--- src/rtl/dmem_arbiter.sv ---
`default_nettype none
// ============================================================================
// dmem_arbiter: shares one data-memory port between the CPU and a loader,
//               with round-robin arbitration and a loader-exclusive lock.
// Revision: 1.0
// ============================================================================
module dmem_arbiter #(
  parameter int ADDR_W = 14,
  parameter int DATA_W = 32
) (
  input  logic              clock,
  input  logic              reset,
  // CPU port
  input  logic              cpu_req,
  input  logic              cpu_we,
  input  logic [ADDR_W-1:0] cpu_addr,
  input  logic [DATA_W-1:0] cpu_wdata,
  output logic              cpu_gnt,
  output logic              cpu_stall,
  output logic              cpu_rvalid,
  output logic [DATA_W-1:0] cpu_rdata,
  // Loader port
  input  logic              ldr_req,
  input  logic              ldr_we,
  input  logic [ADDR_W-1:0] ldr_addr,
  input  logic [DATA_W-1:0] ldr_wdata,
  output logic              ldr_gnt,
  output logic              ldr_rvalid,
  output logic [DATA_W-1:0] ldr_rdata,
  input  logic              ldr_lock,
  output logic              locked,
  // Data memory port
  output logic [ADDR_W-1:0] mem_addr,
  output logic [DATA_W-1:0] mem_wdata,
  output logic              mem_we,
  input  logic [DATA_W-1:0] mem_rdata
);

  typedef enum logic [0:0] {
    ST_ARB    = 1'b0,
    ST_LOCKED = 1'b1
  } state_e;

  localparam logic WIN_CPU = 1'b0;
  localparam logic WIN_LDR = 1'b1;

  state_e            state_q,       state_d;
  logic              last_winner_q, last_winner_d;
  logic              rd_pending_q,  rd_pending_d;
  logic              rd_owner_q,    rd_owner_d;
  logic [DATA_W-1:0] cpu_rdata_q,   cpu_rdata_d;
  logic [DATA_W-1:0] ldr_rdata_q,   ldr_rdata_d;

  // Grant decision: the lock only excludes the CPU once the state register has moved.
  always_comb begin
    cpu_gnt = 1'b0;
    ldr_gnt = 1'b0;
    if (state_q == ST_LOCKED) begin
      ldr_gnt = ldr_req;
    end else if (cpu_req && ldr_req) begin
      cpu_gnt = (last_winner_q == WIN_LDR);
      ldr_gnt = (last_winner_q == WIN_CPU);
    end else begin
      cpu_gnt = cpu_req;
      ldr_gnt = ldr_req;
    end
  end

  assign cpu_stall = cpu_req & ~cpu_gnt;
  assign locked    = (state_q == ST_LOCKED);

  always_comb begin
    mem_addr  = '0;
    mem_wdata = '0;
    mem_we    = 1'b0;
    if (cpu_gnt) begin
      mem_addr  = cpu_addr;
      mem_wdata = cpu_wdata;
      mem_we    = cpu_we;
    end else if (ldr_gnt) begin
      mem_addr  = ldr_addr;
      mem_wdata = ldr_wdata;
      mem_we    = ldr_we;
    end
  end

  // Read data arrives one cycle after the address, so rvalid comes straight
  // from the pending flag and rdata bypasses its holding register that cycle.
  assign cpu_rvalid = rd_pending_q & (rd_owner_q == WIN_CPU);
  assign ldr_rvalid = rd_pending_q & (rd_owner_q == WIN_LDR);
  assign cpu_rdata  = cpu_rvalid ? mem_rdata : cpu_rdata_q;
  assign ldr_rdata  = ldr_rvalid ? mem_rdata : ldr_rdata_q;

  always_comb begin
    state_d       = ldr_lock ? ST_LOCKED : ST_ARB;
    last_winner_d = last_winner_q;
    rd_pending_d  = 1'b0;
    rd_owner_d    = rd_owner_q;
    cpu_rdata_d   = cpu_rdata;
    ldr_rdata_d   = ldr_rdata;
    if (cpu_gnt) begin
      last_winner_d = WIN_CPU;
      rd_pending_d  = ~cpu_we;
      rd_owner_d    = WIN_CPU;
    end else if (ldr_gnt) begin
      last_winner_d = WIN_LDR;
      rd_pending_d  = ~ldr_we;
      rd_owner_d    = WIN_LDR;
    end
  end

  always_ff @(posedge clock) begin
    if (reset) begin
      state_q       <= ST_ARB;
      last_winner_q <= WIN_LDR;
      rd_pending_q  <= 1'b0;
      rd_owner_q    <= WIN_CPU;
      cpu_rdata_q   <= '0;
      ldr_rdata_q   <= '0;
    end else begin
      state_q       <= state_d;
      last_winner_q <= last_winner_d;
      rd_pending_q  <= rd_pending_d;
      rd_owner_q    <= rd_owner_d;
      cpu_rdata_q   <= cpu_rdata_d;
      ldr_rdata_q   <= ldr_rdata_d;
    end
  end

endmodule
`default_nettype wire

--- config.mk ---
export PLATFORM = sky130hd
export DESIGN_NAME = dmem_arbiter
export DESIGN_NICKNAME = d
export VERILOG_FILES = /design/src/rtl/dmem_arbiter.sv
export SDC_FILE = /design/constraint.sdc
export NUM_CORES = 1
export LEC_CHECK = 0
export ABC_AREA = 1
export CAP_MARGIN = 30
export CORE_AREA = 2 2 100 121
export DETAILED_ROUTE_END_ITERATION = 6
export DIE_AREA = 0 0 102 123
export PLACE_DENSITY_LB_ADDON = 0.25
export SYNTH_ARGS = -nofsm -noshare
export SYNTH_HDL_FRONTEND = slang
export SYNTH_SLANG_ARGS = --single-unit
--- constraint.sdc ---
create_clock -name clock -period 1.25 [get_ports clock]
set_clock_uncertainty 0.15 [all_clocks]
set_input_delay 0.25 -clock clock [delete_from_list [all_inputs] [get_ports clock]]
set_output_delay 0.25 -clock clock [all_outputs]
set_load 0.05 [all_outputs]
==> results.json, run 1 <==
{
  "status": "did not finish",
  "stop_stage": "global routing",
  "error_line": "[ERROR DPL-0033] detailed placement checks failed during check placement.",
  "clockRootBuffer": "clkbuf_16",
  "finalWeightedCongestion": 0.906,
  "dp_hpwl_um": 12900,
  "syn-instance-count": 586,
  "rows": 43,
  "synthesis.area_mm2": 0.00356,
  "max-clock-path-buffers": 2,
  "dpl.cell_count": 1021,
  "synth_mux_area_share_pct": 0,
  "synth_simple_gate_area_share_pct": 30.0,
  "yosysWarnings": 0,
  "synth_seq_cells": 68,
  "seq_area_frac_synth_pct": 38.3,
  "synth_top_family_by_area": "simple AND/OR/NAND/NOR gates",
  "yosysTopAreaCell": "dfxtp_1",
  "portBuffers": 247,
  "endpoint_type": "primary output",
  "yosys.area.top_type_share_pct": 38.3,
  "synth_xor_area_share_pct": 0,
  "synth_fa_ha_area_share_pct": 0,
  "cts_buffers": 9,
  "die_x_um": 102,
  "synth_area_per_cell_um2": 6.07,
  "antenna_found_initial": 0,
  "clock_sinks": 68,
  "synthDistinctLibCells": 18,
  "num_io_pins": 248,
  "synth_fp_nets": 717,
  "worst_endpoint": "mem_wdata[0]",
  "yosys-top-cells-area": "dfxtp_1 (38%), nand2_1 (22%), inv_1 (14%)",
  "htree_levels": 3,
  "start_util_pct": 31.2,
  "synth_compound_area_share_pct": 9.74,
  "fp.dieH_um": 123,
  "grt_max_degree": 32
}
==> logic make-up after synthesis <==
group,count (synthesis)
flip-flops,68
buffers and inverters,171
AO/OA/AOI/OAI,68
AND/OR/NAND/NOR,279
==> cell usage after synthesis <==
library cell	n
inv_1	136
o211ai_1	1
a21oi_1	1
buf_4	2
buf_2	5
nand2_1	207
nor2_4	1
nand3_2	1
clkbuf_1	8
and2_1	1
o21ai_2	1
buf_6	17
dfxtp_1	68
o21ai_1	43
nor2_1	67
nand3_1	2
o21ai_0	22
inv_2	3
==> through the flow <==
| step | hold slack, ps | area (um^2) | setup WS (ps) | util (%) | TNS, ps |
|---|---|---|---|---|---|
| after floorplan | 197 | 5220 | -328 | - | -22230 |
| after CTS | 96.4 | 10300 | -706 | 90.1 | -82070 |
| after global placement | 367 | 9160 | -760 | 80.3 | -63100 |
| after detailed placement | 411 | 9160 | -859 | 80.3 | -68530 |
==> what timing repair did <==
action / CTS
setup buffers: 15
endpoints found under the setup margin: 168
hold buffers: 0
gates cloned: 8
pin swaps: 11
resized for setup: 133
==> run 2: changes to the inputs <==
- CORE_AREA: 2 2 100 121 -> 2 2 123 125
- DIE_AREA: 0 0 102 123 -> 0 0 125 127
- PLACE_DENSITY_LB_ADDON: 0.25 -> 0.15
- clock period: 1.25 -> 1.62 ns (I/O delays scaled with it)
==> run 2 against run 1 <==
  * The flow now finishes, with violations (setup timing)
  * Area after synthesis unchanged
  * Synthesized cell count unchanged
==> results.json, run 2 <==
{
  "clock_sinks": 68,
  "cts_buffers": 9,
  "antenna_found_initial": 1,
  "num_io_pins": 248,
  "ys_top_cells_by_count": "nand2_1 (207), inv_1 (136), dfxtp_1 (68)",
  "dp_hpwl_um": 11500,
  "yosysWarnings": 0,
  "clock_latency_ps": 320,
  "seq_area_frac_synth_pct": 38.3,
  "synth_seq_cells": 68,
  "dr_total_vias": 4545,
  "worst_slack_ps": -344,
  "fmax_mhz": 509,
  "synth_fp_nets": 717,
  "maxCapViolCount": 0,
  "power.switching_w": 0.00258,
  "fp.dieH_um": 127,
  "p_int_w": 0.00464,
  "place_ws_ps": -570,
  "power_frac_comb_pct": 49.6,
  "yosysMostFrequentCell": "nand2_1",
  "fin_crit_ps": 1960,
  "grt_use_total_pct": 18.4,
  "swShare_pct": 35.7,
  "fin_area_mm2": 0.00924,
  "start_util_pct": 24.7,
  "reg_top3": "cpu_rdata_q: 32 flops, ldr_rdata_q: 32 flops",
  "avgRoutedWirePerCell_um": 15.0,
  "dieArea_mm2": 0.0159,
  "yosys-top-cells-area": "dfxtp_1 (38%), nand2_1 (22%), inv_1 (14%)",
  "cellPowerDensity_mw_per_mm2": 781,
  "cts.clk_slew.worst_paths_ps": 50,
  "async_flop_share_pct": 0,
  "hold_class": "in -> reg",
  "slew_headroom_pct": 79.2,
  "post_dp_cell_area_mm2": 0.00816,
  "routed_via_density": 4.22,
  "p_seq_share_pct": 24.8,
  "worstPathArrival_ps": 1490,
  "grt_overflow": 0,
  "yosys.area.top_type_share_pct": 38.3,
  "finalWeightedCongestion": 0.909,
  "max-clock-path-buffers": 2,
  "fin_crit_sh_pct": 121,
  "final_cell_mix": "clkdlybuf4s50_1 (127), buf_12 (127), nand2_1 (103)",
  "rows": 44,
  "ir_drop_mv": 0.647,
  "drt-pass1-iter-count": 4,
  "ctsHoldBuffers": 0,
  "coreArea_mm2": 0.0144,
  "drive_gt1_share_pct": 47.0,
  "drv_slew": 0,
  "area.growth.synth_to_final_pct": 160,
  "end_kind": "output pin",
  "setup_viol": 116,
  "violations": "setup timing",
  "startpoint": "rd_owner_q$_SDFFE_PP0P_",
  "worst_slew_pin_slew_ps": 311,
  "yosysTopAreaCell": "dfxtp_1",
  "synthDistinctLibCells": 18,
  "hold_start": "reset",
  "pwr-share-clk_pct": 25.6,
  "slowest_stage": "dfxtp_4",
  "leakagePower_nw": 4.57,
  "worst_path_most_repeated_cell": "buf_12",
  "crit_chain": "inv_4 -> nand2_8 -> buf_12 -> buf_8 -> o21ai_4 -> inv_2 -> buf_12",
  "wl_um": 16100,
  "crit_type": "reg -> out",
  "cp-start-kind": "flop",
  "finalHoldViolCount": 0,
  "synth-edff-count": 0,
  "ant_nets": 0,
  "cp_slowest_stage_delay_ps": 360,
  "fin_nets": 1018,
  "portBuffers": 247,
  "drt_iter0_drc": 142,
  "synthesis.area_mm2": 0.00356,
  "htree_levels": 3,
  "synth_area_per_cell_um2": 6.07,
  "cts_tree": "built",
  "drc": 0,
  "r2r_start": "rd_owner_q$_SDFFE_PP0P_",
  "status": "complete, but fails checks",
  "synth_flop_cell": "dfxtp_1",
  "rsz0062_at_grt": "true",
  "grt_pass1_wl_um": 23300,
  "syn-instance-count": 586,
  "cp.required_ps": 1150,
  "grt_pass1_vias": 4508,
  "cp_max_fo": 6,
  "clockRootBuffer": "clkbuf_16",
  "die_x_um": 125,
  "grt_max_degree": 35
}
[run 2: through the flow]
stage	total power [W]	util (%)	hold slack [ps]	std cells	TNS [ps]
2_1_floorplan	0.00336	-	271	586	-590
3_3_place_gp	0.00505	56.6	386	1044	-28450
4_1_cts	0.00713	61.3	215	1066	-37420
6_report	0.00721	64.0	213	1076	-33720
3_5_place_dp	0.00509	56.6	401	1044	-30020
5_1_grt	0.00750	64.0	224	1075	-41710
[run 2: final timing paths]
check | end | slack (ps) | cells after the start
setup reg to reg | cpu_rdata_q[5]$_SDFF_PP0_ | 180 | 8
hold / removal | cpu_rdata_q[14]$_SDFF_PP0_ | 210 | 2
setup / recovery | cpu_rdata[1] | -340 | 7
hold reg to reg | ldr_rdata_q[17]$_SDFF_PP0_ | 380 | 4
[run 2: timing repair]
item,CTS,global route
buffers inserted,4,5
gates resized for setup,102,79
pin swaps,3,5
gates cloned,3,7
endpoints found under the setup margin,116,116
[run 2: worst max-delay path: cells and delay by family (launching register included)]
kind	cells	cell delay, ps
buf+inv	5	550
flops	1	360
compound gates	1	150
simple gates	1	100
[run 2: cell families (layout without fill, tap and decap cells)]
logic type             Yosys count  count (layout)  share of synthesized area [%]
AND/OR/NAND/NOR                279             279                           30.0
buffers and inverters          171             476                           22.0
flip-flops                      68              68                           38.3
other                            0               1                              0
AO/OA/AOI/OAI                   68              68                           9.74
[run 2: final cells by class]
type | count | area (um^2)
fill | 1196 | 5190
inverter | 139 | 529
tap | 184 | 230
antenna | 1 | 2.50
clock inverter | 3 | 21.3
clock buffer | 12 | 267
multi-input combinational | 347 | 2320
timing repair buffer | 322 | 4490
sequential | 68 | 1370
[run 2: power groups by stage]
| stage | Clock (W) | Combinational [W] | Sequential [W] |
|---|---|---|---|
| 6_report | 0.00185 | 0.00358 | 0.00179 |
| 4_1_cts | 0.00189 | 0.00345 | 0.00179 |
| 5_1_grt | 0.00197 | 0.00374 | 0.00179 |
| 3_3_place_gp | 0 | 0.00324 | 0.00181 |
| 2_1_floorplan | 0 | 0.00154 | 0.00182 |
| 3_5_place_dp | 0 | 0.00327 | 0.00182 |
[run 2: layer usage]
layer  vias to the layer above  GRT usage (%)  wire [um]
li1                       2285              -          -
met1                      2061           19.5       5810
met2                       173           34.4       8730
met3                        26           5.78       1140
met4                         0           6.08        425
met5                         -              0          0
Power figures use the tool's default switching activity.
